==> src/rtl/victim_cache_ctrl_pkg.sv <==
// Shared types for the 4-way victim cache controller: FSM states, way index,
// line tag/data types and a lowest-set-bit encoder.
package victim_cache_types;

  localparam int TAG_W    = 27;
  localparam int DATA_W   = 256;
  localparam int NUM_WAYS = 4;

  typedef enum logic [1:0] {
    IDLE   = 2'd0,
    RESP   = 2'd1,
    WB     = 2'd2,
    INSERT = 2'd3
  } vc_state_e;

  typedef logic [1:0]        way_idx_t;
  typedef logic [TAG_W-1:0]  line_tag_t;
  typedef logic [DATA_W-1:0] line_data_t;

  // Index of the lowest set bit; 0 when the vector is empty.
  function automatic way_idx_t first_set(input logic [NUM_WAYS-1:0] vec);
    first_set = '0;
    for (int i = NUM_WAYS - 1; i >= 0; i--) begin
      if (vec[i]) first_set = way_idx_t'(i);
    end
  endfunction

endpackage

==> src/rtl/victim_cache_ctrl_if.sv <==
// L1 request/response and L2 writeback signals of the victim cache controller.
// The slave modport is the controller's view, master is the environment's.
interface victim_cache_ctrl_if #(
  parameter int TAG_W  = 27,
  parameter int DATA_W = 256
);

  logic              vc_ready;
  logic              l1_lookup;
  logic [TAG_W-1:0]  l1_lookup_addr;
  logic              l1_insert;
  logic [TAG_W-1:0]  l1_insert_addr;
  logic [DATA_W-1:0] l1_insert_data;
  logic              l1_insert_dirty;
  logic              vc_resp;
  logic              vc_hit;
  logic [DATA_W-1:0] vc_rdata;
  logic              vc_rdirty;
  logic              vc_insert_done;
  logic              l2_write;
  logic [TAG_W-1:0]  l2_waddr;
  logic [DATA_W-1:0] l2_wdata;
  logic              l2_resp;

  modport slave (
    output vc_ready, vc_resp, vc_hit, vc_rdata, vc_rdirty, vc_insert_done,
           l2_write, l2_waddr, l2_wdata,
    input  l1_lookup, l1_lookup_addr, l1_insert, l1_insert_addr,
           l1_insert_data, l1_insert_dirty, l2_resp
  );

  modport master (
    input  vc_ready, vc_resp, vc_hit, vc_rdata, vc_rdirty, vc_insert_done,
           l2_write, l2_waddr, l2_wdata,
    output l1_lookup, l1_lookup_addr, l1_insert, l1_insert_addr,
           l1_insert_data, l1_insert_dirty, l2_resp
  );

endinterface

==> src/rtl/victim_cache_ctrl_lru.sv <==
// 4x4 matrix LRU tracker. An update on way i sets row i (except bit i) and
// clears column i; the LRU way is the smallest row, ties to the lowest index.
module vc_lru_matrix
  import victim_cache_types::*;
(
  input  logic     clk,
  input  logic     rst_n,
  input  logic     update,
  input  way_idx_t way,
  output way_idx_t lru
);

  logic [NUM_WAYS-1:0] row_q [NUM_WAYS];
  logic [NUM_WAYS-1:0] row_d [NUM_WAYS];
  logic [NUM_WAYS-1:0] min_row;

  always_comb begin
    for (int r = 0; r < NUM_WAYS; r++) begin
      row_d[r] = row_q[r];
      if (update) begin
        if (way_idx_t'(r) == way) row_d[r] = ~(NUM_WAYS'(1) << way);
        else                      row_d[r][way] = 1'b0;
      end
    end
  end

  always_comb begin
    lru     = '0;
    min_row = row_q[0];
    for (int i = 1; i < NUM_WAYS; i++) begin
      if (row_q[i] < min_row) begin
        min_row = row_q[i];
        lru     = way_idx_t'(i);
      end
    end
  end

  always_ff @(posedge clk) begin
    for (int r = 0; r < NUM_WAYS; r++) begin
      if (!rst_n) row_q[r] <= '0;
      else        row_q[r] <= row_d[r];
    end
  end

endmodule

==> src/rtl/victim_cache_ctrl.sv <==
// 4-way fully associative victim cache controller: lookup, insert, swap and
// dirty-victim writeback to L2. Define VC_STATS_EN for hit/miss/writeback counters.
module victim_cache_ctrl #(
  parameter int TAG_W  = victim_cache_types::TAG_W,
  parameter int DATA_W = victim_cache_types::DATA_W
) (
  input  logic               clk,
  input  logic               rst_n,
  victim_cache_ctrl_if.slave bus
`ifdef VC_STATS_EN
  ,
  output logic [31:0]        vc_hit_cnt,
  output logic [31:0]        vc_miss_cnt,
  output logic [31:0]        vc_wb_cnt
`endif
);

  import victim_cache_types::*;

  vc_state_e           state_q, state_d;
  logic [NUM_WAYS-1:0] valid_q, valid_d, dirty_q, dirty_d;
  logic [TAG_W-1:0]    tag_q  [NUM_WAYS];
  logic [DATA_W-1:0]   data_q [NUM_WAYS];

  logic                hit_q, hit_d, swap_q, swap_d;
  way_idx_t            hit_way_q, hit_way_d, vict_way_q, vict_way_d;
  logic [TAG_W-1:0]    req_tag_q, req_tag_d;
  logic [DATA_W-1:0]   req_data_q, req_data_d;
  logic                req_dirty_q, req_dirty_d;

  logic                vc_ready_q, vc_ready_d, vc_resp_q, vc_resp_d;
  logic                vc_hit_q, vc_hit_d, vc_rdirty_q, vc_rdirty_d;
  logic [DATA_W-1:0]   vc_rdata_q, vc_rdata_d;
  logic                vc_insert_done_q, vc_insert_done_d;
  logic                l2_write_q, l2_write_d;
  logic [TAG_W-1:0]    l2_waddr_q, l2_waddr_d;
  logic [DATA_W-1:0]   l2_wdata_q, l2_wdata_d;

  logic                mem_we, lru_update, launch_insert, victim_wb;
  way_idx_t            lru_way, victim;
  logic [NUM_WAYS-1:0] lookup_match, ins_match, ins_valid;
  logic [TAG_W-1:0]    ins_tag;

  vc_lru_matrix u_lru (
    .clk    (clk),
    .rst_n  (rst_n),
    .update (lru_update),
    .way    (vict_way_q),
    .lru    (lru_way)
  );

  // Victim choice: in-place tag match, then the way a swap hit frees, then
  // the lowest invalid way, then LRU. A swap hit's way counts as already free.
  always_comb begin
    ins_tag      = (state_q == IDLE) ? bus.l1_insert_addr : req_tag_q;
    ins_valid    = valid_q;
    if (state_q == RESP && hit_q) ins_valid[hit_way_q] = 1'b0;
    lookup_match = '0;
    ins_match    = '0;
    for (int i = 0; i < NUM_WAYS; i++) begin
      lookup_match[i] = valid_q[i]   && (tag_q[i] == bus.l1_lookup_addr);
      ins_match[i]    = ins_valid[i] && (tag_q[i] == ins_tag);
    end
    if (|ins_match)                   victim = first_set(ins_match);
    else if (state_q == RESP && hit_q) victim = hit_way_q;
    else if (!(&ins_valid))           victim = first_set(~ins_valid);
    else                              victim = lru_way;
    victim_wb = !(|ins_match) && ins_valid[victim] && dirty_q[victim];
  end

  // NOTE: every always_comb output gets a default before the case so no path
  // leaves a signal unassigned, which would otherwise infer a latch.
  always_comb begin
    state_d          = state_q;
    valid_d          = valid_q;
    dirty_d          = dirty_q;
    hit_d            = hit_q;
    hit_way_d        = hit_way_q;
    swap_d           = swap_q;
    vict_way_d       = vict_way_q;
    req_tag_d        = req_tag_q;
    req_data_d       = req_data_q;
    req_dirty_d      = req_dirty_q;
    vc_resp_d        = 1'b0;
    vc_hit_d         = 1'b0;
    vc_rdata_d       = vc_rdata_q;
    vc_rdirty_d      = vc_rdirty_q;
    vc_insert_done_d = 1'b0;
    l2_write_d       = l2_write_q;
    l2_waddr_d       = l2_waddr_q;
    l2_wdata_d       = l2_wdata_q;
    mem_we           = 1'b0;
    lru_update       = 1'b0;
    launch_insert    = 1'b0;

    unique case (state_q)
      IDLE: begin
        if (vc_ready_q) begin
          if (bus.l1_insert) begin
            req_tag_d   = bus.l1_insert_addr;
            req_data_d  = bus.l1_insert_data;
            req_dirty_d = bus.l1_insert_dirty;
          end
          if (bus.l1_lookup) begin
            hit_d     = |lookup_match;
            hit_way_d = first_set(lookup_match);
            swap_d    = bus.l1_insert;
            state_d   = RESP;
          end else if (bus.l1_insert) begin
            launch_insert = 1'b1;
          end
        end
      end
      RESP: begin
        vc_resp_d   = 1'b1;
        vc_hit_d    = hit_q;
        vc_rdata_d  = hit_q ? data_q[hit_way_q] : '0;
        vc_rdirty_d = hit_q && dirty_q[hit_way_q];
        if (hit_q) valid_d[hit_way_q] = 1'b0;
        if (swap_q) launch_insert = 1'b1;
        else        state_d       = IDLE;
      end
      WB: begin
        if (bus.l2_resp) begin
          l2_write_d = 1'b0;
          state_d    = INSERT;
        end
      end
      INSERT: begin
        mem_we              = 1'b1;
        lru_update          = 1'b1;
        valid_d[vict_way_q] = 1'b1;
        dirty_d[vict_way_q] = req_dirty_q;
        vc_insert_done_d    = 1'b1;
        state_d             = IDLE;
      end
      default: state_d = IDLE;
    endcase

    if (launch_insert) begin
      vict_way_d = victim;
      if (victim_wb) begin
        l2_write_d = 1'b1;
        l2_waddr_d = tag_q[victim];
        l2_wdata_d = data_q[victim];
        state_d    = WB;
      end else begin
        state_d    = INSERT;
      end
    end

    vc_ready_d = (state_d == IDLE);
  end

  // NOTE: sequential state uses non-blocking assignments so every flop samples
  // the pre-edge values regardless of statement order.
  always_ff @(posedge clk) begin
    if (!rst_n) begin
      state_q          <= IDLE;
      valid_q          <= '0;
      dirty_q          <= '0;
      hit_q            <= 1'b0;
      hit_way_q        <= '0;
      swap_q           <= 1'b0;
      vict_way_q       <= '0;
      vc_ready_q       <= 1'b1;
      vc_resp_q        <= 1'b0;
      vc_hit_q         <= 1'b0;
      vc_rdata_q       <= '0;
      vc_rdirty_q      <= 1'b0;
      vc_insert_done_q <= 1'b0;
      l2_write_q       <= 1'b0;
      l2_waddr_q       <= '0;
      l2_wdata_q       <= '0;
    end else begin
      state_q          <= state_d;
      valid_q          <= valid_d;
      dirty_q          <= dirty_d;
      hit_q            <= hit_d;
      hit_way_q        <= hit_way_d;
      swap_q           <= swap_d;
      vict_way_q       <= vict_way_d;
      vc_ready_q       <= vc_ready_d;
      vc_resp_q        <= vc_resp_d;
      vc_hit_q         <= vc_hit_d;
      vc_rdata_q       <= vc_rdata_d;
      vc_rdirty_q      <= vc_rdirty_d;
      vc_insert_done_q <= vc_insert_done_d;
      l2_write_q       <= l2_write_d;
      l2_waddr_q       <= l2_waddr_d;
      l2_wdata_q       <= l2_wdata_d;
    end
  end

  // NOTE: tag/data storage and the captured request carry no reset; the valid
  // bits alone decide whether stored contents mean anything.
  always_ff @(posedge clk) begin
    req_tag_q   <= req_tag_d;
    req_data_q  <= req_data_d;
    req_dirty_q <= req_dirty_d;
    if (mem_we && rst_n) begin
      tag_q[vict_way_q]  <= req_tag_q;
      data_q[vict_way_q] <= req_data_q;
    end
  end

  assign bus.vc_ready       = vc_ready_q;
  assign bus.vc_resp        = vc_resp_q;
  assign bus.vc_hit         = vc_hit_q;
  assign bus.vc_rdata       = vc_rdata_q;
  assign bus.vc_rdirty      = vc_rdirty_q;
  assign bus.vc_insert_done = vc_insert_done_q;
  assign bus.l2_write       = l2_write_q;
  assign bus.l2_waddr       = l2_waddr_q;
  assign bus.l2_wdata       = l2_wdata_q;

`ifdef VC_STATS_EN
  logic [31:0] hit_cnt_q, hit_cnt_d, miss_cnt_q, miss_cnt_d, wb_cnt_q, wb_cnt_d;

  // Saturating counters, stepped on the same edges that emit vc_resp / ack L2.
  always_comb begin
    hit_cnt_d  = hit_cnt_q;
    miss_cnt_d = miss_cnt_q;
    wb_cnt_d   = wb_cnt_q;
    if (state_q == RESP &&  hit_q && hit_cnt_q  != '1) hit_cnt_d  = hit_cnt_q + 32'd1;
    if (state_q == RESP && !hit_q && miss_cnt_q != '1) miss_cnt_d = miss_cnt_q + 32'd1;
    if (state_q == WB && bus.l2_resp && wb_cnt_q != '1) wb_cnt_d = wb_cnt_q + 32'd1;
  end

  always_ff @(posedge clk) begin
    if (!rst_n) begin
      hit_cnt_q  <= '0;
      miss_cnt_q <= '0;
      wb_cnt_q   <= '0;
    end else begin
      hit_cnt_q  <= hit_cnt_d;
      miss_cnt_q <= miss_cnt_d;
      wb_cnt_q   <= wb_cnt_d;
    end
  end

  assign vc_hit_cnt  = hit_cnt_q;
  assign vc_miss_cnt = miss_cnt_q;
  assign vc_wb_cnt   = wb_cnt_q;
`endif

endmodule

==> src/flat_wrapper.sv <==
// flat-port wrapper written by rule: the top's interface ports become plain ports
module victim_cache_ctrl_flat import victim_cache_types::*;
#(
  parameter int TAG_W  = victim_cache_types::TAG_W,
  parameter int DATA_W = victim_cache_types::DATA_W
)
  (clk, rst_n, bus_vc_ready, bus_vc_resp, bus_vc_hit, bus_vc_rdata, bus_vc_rdirty, bus_vc_insert_done, bus_l2_write, bus_l2_waddr, bus_l2_wdata, bus_l1_lookup, bus_l1_lookup_addr, bus_l1_insert, bus_l1_insert_addr, bus_l1_insert_data, bus_l1_insert_dirty, bus_l2_resp);
  victim_cache_ctrl_if #(.TAG_W(TAG_W), .DATA_W(DATA_W)) bus_i ();
  input  logic clk;
  input  logic rst_n;
  output wire logic [$bits(bus_i.vc_ready)-1:0] bus_vc_ready;
  output wire logic [$bits(bus_i.vc_resp)-1:0] bus_vc_resp;
  output wire logic [$bits(bus_i.vc_hit)-1:0] bus_vc_hit;
  output wire logic [$bits(bus_i.vc_rdata)-1:0] bus_vc_rdata;
  output wire logic [$bits(bus_i.vc_rdirty)-1:0] bus_vc_rdirty;
  output wire logic [$bits(bus_i.vc_insert_done)-1:0] bus_vc_insert_done;
  output wire logic [$bits(bus_i.l2_write)-1:0] bus_l2_write;
  output wire logic [$bits(bus_i.l2_waddr)-1:0] bus_l2_waddr;
  output wire logic [$bits(bus_i.l2_wdata)-1:0] bus_l2_wdata;
  input wire logic [$bits(bus_i.l1_lookup)-1:0] bus_l1_lookup;
  input wire logic [$bits(bus_i.l1_lookup_addr)-1:0] bus_l1_lookup_addr;
  input wire logic [$bits(bus_i.l1_insert)-1:0] bus_l1_insert;
  input wire logic [$bits(bus_i.l1_insert_addr)-1:0] bus_l1_insert_addr;
  input wire logic [$bits(bus_i.l1_insert_data)-1:0] bus_l1_insert_data;
  input wire logic [$bits(bus_i.l1_insert_dirty)-1:0] bus_l1_insert_dirty;
  input wire logic [$bits(bus_i.l2_resp)-1:0] bus_l2_resp;
  assign bus_vc_ready = bus_i.vc_ready;
  assign bus_vc_resp = bus_i.vc_resp;
  assign bus_vc_hit = bus_i.vc_hit;
  assign bus_vc_rdata = bus_i.vc_rdata;
  assign bus_vc_rdirty = bus_i.vc_rdirty;
  assign bus_vc_insert_done = bus_i.vc_insert_done;
  assign bus_l2_write = bus_i.l2_write;
  assign bus_l2_waddr = bus_i.l2_waddr;
  assign bus_l2_wdata = bus_i.l2_wdata;
  assign bus_i.l1_lookup = bus_l1_lookup;
  assign bus_i.l1_lookup_addr = bus_l1_lookup_addr;
  assign bus_i.l1_insert = bus_l1_insert;
  assign bus_i.l1_insert_addr = bus_l1_insert_addr;
  assign bus_i.l1_insert_data = bus_l1_insert_data;
  assign bus_i.l1_insert_dirty = bus_l1_insert_dirty;
  assign bus_i.l2_resp = bus_l2_resp;
  victim_cache_ctrl #(.TAG_W(TAG_W), .DATA_W(DATA_W)) u_core (.clk(clk), .rst_n(rst_n), .bus(bus_i));
endmodule
==> config.mk <==
export PLATFORM = sky130hd
export DESIGN_NAME = victim_cache_ctrl_flat
export DESIGN_NICKNAME = d
export VERILOG_FILES = /design/src/rtl/victim_cache_ctrl_pkg.sv /design/src/rtl/victim_cache_ctrl_if.sv /design/src/rtl/victim_cache_ctrl_lru.sv /design/src/rtl/victim_cache_ctrl.sv /design/src/flat_wrapper.sv
export SDC_FILE = /design/constraint.sdc
export NUM_CORES = 2
export LEC_CHECK = 0
export ABC_AREA = 1
export CORE_MARGIN = 2
export CORE_UTILIZATION = 55
export DETAILED_ROUTE_END_ITERATION = 10
export PLACE_DENSITY_LB_ADDON = 0.12
export SETUP_SLACK_MARGIN = 0.4
export SLEW_MARGIN = 20
export SYNTH_ARGS = -nofsm -noshare
export SYNTH_HDL_FRONTEND = slang
export SYNTH_SLANG_ARGS = --single-unit
==> constraint.sdc <==
create_clock -name clk -period 17.2 [get_ports clk]
set_input_delay 2.58 -clock clk [delete_from_list [all_inputs] [get_ports clk]]
set_output_delay 2.58 -clock clk [all_outputs]
set_load 0.01 [all_outputs]
==> impl_metrics.json <==
{
  "status": "complete, no violations",
  "reg2reg_to": "u_core.bus.l2_wdata[35]",
  "p_int_mw": 8.43,
  "p_leak_nw": 38.1,
  "seq_power_share": 0.497,
  "die_w_um": 397,
  "worstReg2RegStart": "u_core.state_q[1]",
  "synth.distinct_cells": 47,
  "tns_ns": 0,
  "post-route-period-util": 0.519,
  "finalInstanceArea_sq_um": 102000,
  "sw_frac_of_total": 0.255,
  "finalMaxSlewViolations": 0,
  "drive_gt1_frac": 0.0449,
  "powerDensity_nw_per_um2": 111,
  "synth.most_common_cell": "nand2_1",
  "clk_latency_ns": 0.86,
  "dieArea_sq_um": 158000,
  "fin_skew_ns": 0.0721,
  "relSlewSlack": 0.147,
  "drv_cap": 0,
  "period_minus_slack_ns": 8.92,
  "nets": 9892,
  "grt_first_pass_wirelength_um": 410000,
  "drt_iter0_markers": 7400,
  "crit_path_start_kind": "input port",
  "synthSimpleGateAreaFrac": 0.140,
  "ctsResizeCount": 0,
  "min_path_type": "flop to flop",
  "cts_made_buffers": 201,
  "final_cells": 11800,
  "htree_num_levels": 4,
  "yosys-top-cells-count": "nand2_1 (2155), edfxtp_1 (1416), o21ai_0 (1225), inv_1 (962), a21oi_1 (812)",
  "synthTopCellsByArea": "edfxtp_1 (50%), dfxtp_1 (14%), nand2_1 (9.5%)",
  "dpl_cell_area_sq_um": 94600,
  "rows": 144,
  "synth_area_sq_um": 85000,
  "fp.dieH_um": 397,
  "grt_max_degree": 266,
  "muxShareOfSynthArea": 0,
  "vias": 67500,
  "fin_util": 0.661,
  "synth_top_family_by_area": "compound AO/OA/AOI/OAI gates",
  "worstPathRequired_ns": 17.92,
  "hpwl_um": 180000,
  "pwr-share-comb": 0.100,
  "yosysWarnings": 0,
  "numClockSinks": 1995,
  "yosysSeqAreaShare": 0.637,
  "ys_ff_latch": 1995,
  "grt_pass1_vias": 63000,
  "hold_start": "u_core.u_lru.row_q[3][3]",
  "drt_wl_total_um": 284000,
  "synth_fp_nets": 9312,
  "ioPinCount": 861,
  "root_buffer": "clkbuf_16",
  "async_reset_ff_frac": 0,
  "dp_slack_ns": 7.19,
  "grtUsageMet1": 0.459,
  "rsz0062_at_grt": "no",
  "setup_viol": 0,
  "reg2reg_slack_ns": 8.69,
  "wire_per_inst_um": 24.1,
  "drc": 0,
  "grt-ovfl-total": 0,
  "layout_setup_ws_ns": 8.28,
  "ys.flop_type": "edfxtp_1",
  "cts_tree": "done",
  "endpoint_kind": "flop",
  "area_growth_pct": 19.6,
  "peakVddDrop_mv": 0.102,
  "holdPathStages": 2,
  "ant_nets": 0,
  "use_met3": 0.0818,
  "synth_area_per_cell_sq_um": 9.46,
  "synthCells": 8985,
  "numPortBuffers": 860,
  "arrival_ns": 9.64,
  "viasPerCell": 5.72,
  "tightest_slew_ns": 1.28,
  "worstHoldEndpoint": "u_core.u_lru.row_q[3][3]",
  "synth_compound_area_frac": 0.140,
  "initial_core_util": 0.553,
  "grt_use_met2": 0.548,
  "dp_cells": 11400,
  "busiest_layer": "met2",
  "postCtsSetupBuffers": 0,
  "routabilityCongestion": 0.984,
  "fp.coreArea_sq_um": 154000,
  "hold_buffers": 0,
  "drt_first_pass_iters": 6,
  "yosysTopAreaCellShare": 0.500,
  "clkPwrFrac": 0.403,
  "synth-edff-count": 1416,
  "antenna_found_initial": 22,
  "synth_top_area_cell": "edfxtp_1",
  "hold_violations": 0,
  "path_class": "input port to flop",
  "synth_fa_ha_area_frac": 0.00162,
  "synth-xor-area-share": 0.0105,
  "p_switching_mw": 2.89,
  "grt_usage": 0.350,
  "clk_pin_slew_worst_paths_ns": 0.06,
  "cp_max_fo": 265,
  "r2r_cells": 25,
  "fmax_ghz": 0.112,
  "clock_path_buffers": 3
}
power groups by stage:
| stage | logic (mW) | registers [mW] | clock network, mW |
|---|---|---|---|
| floorplan | 0.603 | 5.72 | 0 |
| CTS | 1.12 | 5.62 | 4.60 |
| finish | 1.13 | 5.63 | 4.56 |
| detailed placement | 1.11 | 5.72 | 0 |
| global placement | 1.11 | 5.71 | 0 |
| global route | 1.21 | 5.64 | 4.80 |
routing by layer:
layer,wire (um),part of all wire,up-vias
met5,130,0.00046,-
met4,15300,0.054,20
met3,28800,0.10,571
met2,130000,0.46,3449
met1,110000,0.39,32400
li1,-,-,31100
cells by family (layout without fill, tap and decap cells):
logic type | after synthesis | in the layout
flip-flops | 1995 | 1995
adder cells (fa/ha/maj) | 11 | 11
XOR/XNOR | 102 | 102
AND/OR/NAND/NOR | 3086 | 3086
AO/OA/AOI/OAI | 2269 | 2269
other | 0 | 10
buffers and inverters | 1522 | 2283
state kept, by name (all words and copies together) (netlist names), 4 cells and up, named ones only:
| register | count |
|---|---|
| u_core.bus.l2_wdata | 256 |
| u_core.data_q | 1024 |
| u_core.tag_q | 108 |
| u_core.dirty_q | 4 |
| u_core.bus.l2_waddr | 27 |
| u_core.req_tag_q | 27 |
| u_core.valid_q | 4 |
| u_core.u_lru.row_q | 8 |
| u_core.bus.vc_rdata | 256 |
| u_core.req_data_q | 256 |
critical path, cell delays in order:
cell and delay [ns]:
clkdlybuf4s50_1 0.49, nand2_1 0.06, nand2_1 0.47, inv_1 0.12
or2_0 0.24, nand4_1 0.10, nor3_1 0.05, nand3_1 0.09
nor2_1 0.08, nor2_1 0.39, nand2_1 0.16, nor2_1 0.15
nand2_2 0.13, nand2_8 0.58, buf_12 0.81, nand2_1 0.14
nand3_1 0.13, nand2_1 0.12, nand2_4 0.64, buf_4 0.83
buf_6 0.73, nand2_1 0.13, nand2_1 0.11, nor2_1 0.06
layout make-up:
type	instances	area [sq um]
fill	11900	52000
multi-input combinational	5468	25000
clock buffer	277	5660
inverter	976	3690
tap	2044	2560
clock inverter	107	1350
antenna	10	25.0
sequential	1995	54100
timing repair buffer	923	9280
cells in the final DEF, fill, tap and decap left out, drive strengths merged, types with 9 or more instances in the layout:
cell type / instances
a21oi: 812
buf: 64
bufinv: 21
clkbuf: 277
clkdlybuf4s50: 859
clkinv: 72
clkinvlp: 9
dfxtp: 579
diode: 10
edfxtp: 1416
ha: 11
inv: 981
nand2: 2161
nand3: 43
nand4: 23
nor2: 775
nor3: 23
nor4: 39
o2111ai: 10
o211ai: 158
o21ai: 1240
o22ai: 33
or2: 12
xor2: 100
stage by stage:
step | hold slack [ns] | total power, mW
3_5_place_dp | 0.433 | 6.84
5_1_grt | 0.468 | 11.7
2_1_floorplan | 0.413 | 6.33
4_1_cts | 0.442 | 11.3
6_report | 0.444 | 11.3
3_3_place_gp | 0.422 | 6.82
worst max-delay path by stage:
stage | cells past startpoint | start | to | slack (ns)
2_1_floorplan | 5 | rst_n | u_core.dirty_q[2] | 1.15
3_3_place_gp | 23 | bus_l1_insert_addr[15] | u_core.bus.l2_wdata[150] | 7.40
3_5_place_dp | 24 | bus_l1_insert_addr[2] | u_core.bus.l2_wdata[41] | 7.19
4_1_cts | 24 | bus_l1_insert_addr[2] | u_core.bus.l2_wdata[35] | 8.05
5_1_grt | 24 | bus_l1_insert_addr[2] | u_core.bus.l2_wdata[33] | 7.84
6_report | 24 | bus_l1_insert_addr[2] | u_core.bus.l2_wdata[35] | 8.28
Power figures use the tool's default switching activity.
